### config.mk
export PLATFORM = sky130hd
export DESIGN_NAME = layer_mac_sequencer
export DESIGN_NICKNAME = d
export VERILOG_FILES = /design/src/rtl/layer_mac_sequencer.sv
export SDC_FILE = /design/constraint.sdc
export NUM_CORES = 1
export LEC_CHECK = 0
export CORE_ASPECT_RATIO = 1.2
export CORE_MARGIN = 2
export CORE_UTILIZATION = 54
export CTS_CLUSTER_DIAMETER = 30
export CTS_CLUSTER_SIZE = 16
export DETAILED_ROUTE_END_ITERATION = 12
export PLACE_DENSITY = 0.79
export SYNTH_ARGS = -nofsm -noshare
export SYNTH_HDL_FRONTEND = slang
export SYNTH_SLANG_ARGS = --single-unit
export TNS_END_PERCENT = 10
### constraint.sdc
create_clock -name clk -period 2.3 [get_ports clk]
set_input_delay 0.345 -clock clk [delete_from_list [all_inputs] [get_ports clk]]
set_output_delay 0.345 -clock clk [all_outputs]
set_load 0.01 [all_outputs]
### src/rtl/layer_mac_sequencer.sv
// Time-multiplexed controller for one fully-connected layer: a single signed 8x8 MAC
// accumulates bias plus dot product per node, quantises it and hands it downstream.
module layer_mac_sequencer #(
    parameter int NIN     = 5,
    parameter int NODES   = 8,
    parameter int WADDR_W = 8,
    parameter int NODE_W  = 5
) (
    input  logic               clk,
    input  logic               reset,
    input  logic               start,
    output logic               busy,
    output logic               done,
    output logic [3:0]         x_sel,
    input  logic [7:0]         x_data,
    output logic [WADDR_W-1:0] w_addr,
    input  logic [7:0]         w_data,
    output logic [NODE_W-1:0]  b_addr,
    input  logic [15:0]        b_data,
    output logic               out_valid,
    input  logic               out_ready,
    output logic [NODE_W-1:0]  out_idx,
    output logic [7:0]         out_data
);
    typedef enum logic [2:0] {IDLE, ACC, QUANT, OUT, FIN} state_t;

    localparam logic [4:0]         LAST_K      = 5'(NIN);
    localparam logic [NODE_W-1:0]  LAST_NODE   = NODE_W'(NODES - 1);
    localparam logic [WADDR_W-1:0] NODE_STRIDE = WADDR_W'(NIN);

    state_t              state_q, state_d;
    logic [4:0]          k_q, k_d;
    logic [NODE_W-1:0]   node_q, node_d;
    logic [WADDR_W-1:0]  base_q, base_d;
    logic signed [22:0]  acc_q, acc_d;
    logic [7:0]          outData_q, outData_d;
    logic [NODE_W-1:0]   outIdx_q, outIdx_d;

    logic signed [15:0]  product;
    logic signed [22:0]  productExt;
    logic signed [22:0]  biasExt;
    logic [7:0]          qData;

    assign product    = 16'($signed(x_data)) * 16'($signed(w_data));
    assign productExt = {{7{product[15]}}, product};
    assign biasExt    = {{7{b_data[15]}}, b_data};

    // ReLU, then saturate; anything at or above 8160 would round to 128, so it clamps too.
    always_comb begin
        if (acc_q < 23'sd0) begin
            qData = 8'd0;
        end else if (acc_q >= 23'sd8160) begin
            qData = 8'd127;
        end else begin
            qData = 8'((acc_q + 23'sd32) >>> 6);
        end
    end

    always_comb begin
        state_d   = state_q;
        k_d       = k_q;
        node_d    = node_q;
        base_d    = base_q;
        acc_d     = acc_q;
        outData_d = outData_q;
        outIdx_d  = outIdx_q;
        busy      = 1'b0;
        done      = 1'b0;
        out_valid = 1'b0;
        x_sel     = 4'd0;
        w_addr    = '0;

        case (state_q)
            IDLE: begin
                if (start) begin
                    state_d = ACC;
                    k_d     = 5'd0;
                    node_d  = '0;
                    base_d  = '0;
                    acc_d   = '0;
                end
            end
            ACC: begin
                busy = 1'b1;
                if (k_q < LAST_K) begin
                    w_addr = base_q + WADDR_W'(k_q);
                end
                // Weight and bias ROMs answer one cycle late, so step k consumes element k-1.
                if (k_q != 5'd0) begin
                    x_sel = 4'(k_q - 5'd1);
                    acc_d = (k_q == 5'd1) ? (biasExt + productExt) : (acc_q + productExt);
                end
                if (k_q == LAST_K) begin
                    state_d = QUANT;
                end else begin
                    k_d = k_q + 5'd1;
                end
            end
            QUANT: begin
                busy      = 1'b1;
                outData_d = qData;
                outIdx_d  = node_q;
                state_d   = OUT;
            end
            OUT: begin
                busy      = 1'b1;
                out_valid = 1'b1;
                if (out_ready) begin
                    if (node_q == LAST_NODE) begin
                        state_d = FIN;
                    end else begin
                        state_d = ACC;
                        node_d  = node_q + NODE_W'(1);
                        base_d  = base_q + NODE_STRIDE;
                        k_d     = 5'd0;
                    end
                end
            end
            FIN: begin
                done    = 1'b1;
                state_d = IDLE;
            end
            default: begin
                state_d = IDLE;
            end
        endcase
    end

    always_ff @(posedge clk or posedge reset) begin
        if (reset) begin
            state_q   <= IDLE;
            k_q       <= '0;
            node_q    <= '0;
            base_q    <= '0;
            acc_q     <= '0;
            outData_q <= '0;
            outIdx_q  <= '0;
        end else begin
            state_q   <= state_d;
            k_q       <= k_d;
            node_q    <= node_d;
            base_q    <= base_d;
            acc_q     <= acc_d;
            outData_q <= outData_d;
            outIdx_q  <= outIdx_d;
        end
    end

    assign b_addr   = node_q;
    assign out_idx  = outIdx_q;
    assign out_data = outData_q;
endmodule
==> metrics.csv, run 1 <==
metric,value,unit
status,finished with violations,
violations,negative setup slack,
clockBufferDepth,2,
r2r_start,acc_q[0]$_DFFE_PP0P_,
yosysWarningCount,0,
die_area,14400,um2
synth_edf_count,0,
startpoint_type,input pin,
cp_slowest_stage_delay,550,ps
finClkSkew,4.23,ps
cts.sinks,57,
rr_worst_depth,12,
finalHoldWorstSlack,363,ps
htreeDepth,3,
layout-drive-gt1-share,0.314,
grt_pass1_wl,31200,um
io_buffers,68,
cp_num_cells,27,
final_max_slew_viol_count,0,
crit_start,x_data[4],
antenna_cells,0,
seq_area_frac_synth,0.196,
die_w,110,um
period_share,2.50,
cp_top_family,adder cells,
synth_seq_cells,57,
num_io_pins,69,
setup-violations-final,25,
async_flop_share,1.00,
routedWlPerCell,15.8,um
rows,46,
cts-root-buf,clkbuf_16,
finalSetupTns,-54380,ps
dpl.hpwl,14600,um
max_freq,174,MHz
cp-end-kind,flip-flop,
drt_iter0_markers,336,
hold_buffers,0,
chipHeight,131,um
ys_types,68,
gr-total-overflow,0,
synthCells,832,
syn-cell-area,7270,um2
synth_area_per_cell,8.74,um2
final_common_cell,buf_4,
hold_class,input pin to asynchronous set/reset pin,
gp_congestion,0.886,
relSlewSlack,0.669,
finalHoldViolCount,0,
vias,6921,
worstReg2RegEnd,acc_q[18]$_DFFE_PP0P_,
clk_pin_slew,50,ps
cts_tree,yes,
critical_path_class,input pin to flip-flop,
core-area,13200,um2
rsz0062_at_grt,yes,
synth_ff_type,dfrtp_1,
required,2510,ps
drc,0,
worst_slew_pin_slew,495,ps
period_needed,5750,ps
worstSkewPairLatency,330,ps
wl,19700,um
fin_ws,-3450,ps
drt_pre_antenna_iters,5,
grt_start_max_net_pins,40,
grt_pass1_vias,7055,
antenna_found_initial,0,
grt_usage,0.269,
critPathSlowestCell,fa_1,
final_cell_mix,"buf_4 (177), inv_1 (101), ha_1 (58)",
synth_fp_nets,1005,
crit_arrival,5960,ps
postRouteAntennaNets,0,
avgViaCountPerCell,5.54,
start_util,0.552,
final_nets,1249,
path_max_fanout,5,
r2r_setup_slack,-460,ps
critPathBufInv,8,
crit_path_end,acc_q[22]$_DFFE_PP0P_,
synthToLayoutAreaGrowth,41.3,%
cts_buffers,9,
cap_violations,0,
-- registers in the layout (all words and copies together), names as in the netlist --
register	cells
acc_q	23
base_q	8
out_data	8
b_addr	5
k_q	5
out_idx	5
state_q	3
-- per-stage QoR --
step | utilization | instances | instance area [um2] | setup slack, ps
6_report | 0.779 | 1249 | 10300 | -3450
5_1_grt | 0.779 | 1249 | 10300 | -3630
4_1_cts | 0.759 | 1245 | 10000 | -3440
3_5_place_dp | 0.717 | 1223 | 9450 | -4190
3_3_place_gp | 0.717 | 1223 | 9450 | -4060
2_1_floorplan | - | 832 | 7340 | -3310
-- layout make-up --
class / count / area, um2
flip-flops and latches: 57 / 1430
well taps: 168 / 210
clock inverters: 3 / 40.0
inverters: 113 / 424
fillers: 825 / 2910
multi-input cells: 646 / 5930
clock buffers: 13 / 250
repair buffers: 249 / 1990
-- layer usage --
layer	part of all wire	track usage
met5	0	0
met4	0.029	0.104
met3	0.034	0.0313
met2	0.56	0.506
met1	0.38	0.297
-- worst min path at each step --
stage | startpoint | end | slack [ps] | depth (start not counted)
2_1_floorplan | acc_q[20]$_DFFE_PP0P_ | acc_q[20]$_DFFE_PP0P_ | 480 | 2
6_report | reset | acc_q[22]$_DFFE_PP0P_ | 360 | 3
5_1_grt | reset | acc_q[22]$_DFFE_PP0P_ | 380 | 3
4_1_cts | reset | acc_q[22]$_DFFE_PP0P_ | 370 | 3
3_3_place_gp | out_data[4]$_DFFE_PP0P_ | out_data[4]$_DFFE_PP0P_ | 460 | 1
3_5_place_dp | out_data[7]$_DFFE_PP0P_ | out_data[7]$_DFFE_PP0P_ | 470 | 1
-- tightest hold or removal path: cells and delay by family --
family                 cells  cell delay, ps
buffers and inverters      3             720
-- synthesized netlist by cell type (21+ instances only) --
master / n / area, um2
a21oi_1: 41 / 205
inv_1: 112 / 420
and2_1: 51 / 319
dfrtp_1: 57 / 1430
nand2_1: 52 / 195
ha_1: 79 / 988
xor2_1: 25 / 219
nor2_1: 60 / 225
xnor2_1: 41 / 359
o21ai_0: 43 / 215
fa_1: 58 / 1160
nand3_1: 21 / 105
-- cell families after synthesis --
kind of cell	synth area share
AND/OR/NAND/NOR	0.183
AO/OA/AOI/OAI	0.165
adder cells (fa/ha/maj)	0.296
buffers and inverters	0.0681
XOR/XNOR	0.0817
flip-flops	0.196
multiplexers	0.0105
-- timing repair --
action / 4_1_cts / 5_1_grt
pin swaps: 67 / 35
setup endpoints to repair: 33 / 30
buffers inserted: 6 / 4
resized for setup: 156 / 57
endpoints found under the hold margin: 0 / 0
Power of run 1 is not shown: default switching activity piles up to over one toggle a cycle in this logic, so the estimate is an artifact.
==> inputs of run 2 (changes only) <==
Settings changed: PLACE_DENSITY 0.79 to 0.76.
==> run 2 against run 1 <==
Net effect: the run still ends with negative setup slack left; utilization increased by 0.89 points; global-route usage increased by 1.2 points; die area unchanged; wire length increased by 0.13%; critical path depth unchanged.
==> metrics.csv, run 2 (same netlist as run 1, synthesis figures left out) <==
metric,value,unit
status,finished with violations,
violations,negative setup slack,
layout-drive-gt1-share,0.320,
critPathSlowestCell,fa_1,
cts-root-buf,clkbuf_16,
cp-end-kind,flip-flop,
grt_pass1_vias,7329,
postRouteAntennaNets,0,
regMostFlops,acc_q,
drt_iter0_markers,328,
start_util,0.552,
gp_congestion,0.876,
antenna_found_initial,0,
num_io_pins,69,
placed_cells,1225,
required,2510,ps
routedWlPerCell,15.7,um
clockBufferDepth,2,
wl,19700,um
hold_class,input pin to asynchronous set/reset pin,
drt_pre_antenna_iters,5,
finalHoldViolCount,0,
cts_buffers,9,
final_area,10400,um2
final_nets,1256,
finClkSkew,3.03,ps
final_common_cell,buf_4,
startpoint_type,input pin,
cap_violations,0,
cp_slowest_stage_delay,540,ps
worst_slew_pin_slew,609,ps
die_area,14400,um2
dpl_cell_area,9470,um2
critical_path_class,input pin to flip-flop,
rows,46,
clk_pin_slew,50,ps
largest_reg_flops,23,
cts.sinks,57,
fin_ws,-3410,ps
core-area,13200,um2
antenna_cells,0,
worstSkewPairLatency,330,ps
crit_arrival,5920,ps
synthToLayoutAreaGrowth,42.9,%
cts_tree,yes,
critPathBufInv,6,
io_buffers,68,
grt_pass1_wl,32600,um
path_max_fanout,6,
cp_top_family,adder cells,
grt_usage,0.280,
htreeDepth,3,
gr-total-overflow,0,
chipHeight,131,um
die_w,110,um
dpl.hpwl,14400,um
final_cell_mix,"buf_4 (186), inv_1 (100), nor2_1 (58), ha_1 (58), dfrtp_1 (57)",
layout.cells.non_filler,1256,
relSlewSlack,0.593,
max_freq,175,MHz
period_needed,5710,ps
rsz0062_at_grt,yes,
grt_start_max_net_pins,57,
vias,6866,
final_max_slew_viol_count,0,
drc,0,
avgViaCountPerCell,5.47,
setup-violations-final,25,
period_share,2.48,
## run 2: worst paths after layout
| path | startpoint | slack [ps] | to | cells after the start |
|---|---|---|---|---|
| worst min register to register | out_data[5]$_DFFE_PP0P_ | 470 | out_data[5]$_DFFE_PP0P_ | 1 |
| min in group clk | out_data[5]$_DFFE_PP0P_ | 470 | out_data[5]$_DFFE_PP0P_ | 1 |
| max in group asynchronous | reset | 1630 | base_q[5]$_DFFE_PP0P_ | 3 |
| worst max-delay path | w_data[4] | -3410 | acc_q[22]$_DFFE_PP0P_ | 27 |
| worst min-delay path | reset | 190 | out_data[7]$_DFFE_PP0P_ | 2 |
| worst max register to register | acc_q[0]$_DFFE_PP0P_ | -470 | acc_q[18]$_DFFE_PP0P_ | 12 |
## run 2: stage by stage
stage	TNS [ps]	hold slack (ps)	setup WS, ps	utilization
finish	-54070	190	-3410	0.788
CTS	-53360	186	-3410	0.771
global route	-58070	198	-3570	0.788
global placement	-70150	459	-4090	0.719
detailed placement	-72530	466	-4200	0.719
floorplan	-49990	476	-3310	-
## run 2: final cells by class
class / count / area [um2]
flip-flops and latches: 57 / 1430
multi-input cells: 646 / 5910
repair buffers: 256 / 2070
inverters: 113 / 424
clock buffers: 10 / 239
well taps: 168 / 210
fillers: 802 / 2790
clock inverters: 6 / 105
## run 2: metal layers
layer | global-route usage | part of all wire
met1 | 0.302 | 0.37
met2 | 0.525 | 0.54
met3 | 0.0308 | 0.036
met4 | 0.136 | 0.051
met5 | 0 | 0
## run 2: what timing repair did
item	4_1_cts	5_1_grt
buffers inserted	11	5
gates resized for setup	165	54
hold buffers	0	0
pin swaps	63	54
setup endpoints to repair	33	35
## run 2: worst reg2reg max path, stage by stage, from the launching register on
cell,delay (ps)
dfrtp_1,360
ha_1,170
inv_1,60
fa_1,370
nand2b_1,190
a21oi_1,280
nor2_1,160
o21bai_4,250
nor2_1,80
o21ai_1,180
a21oi_1,100
xnor2_1,140
a221o_1,320
Power of run 2 is left out for the same reason.
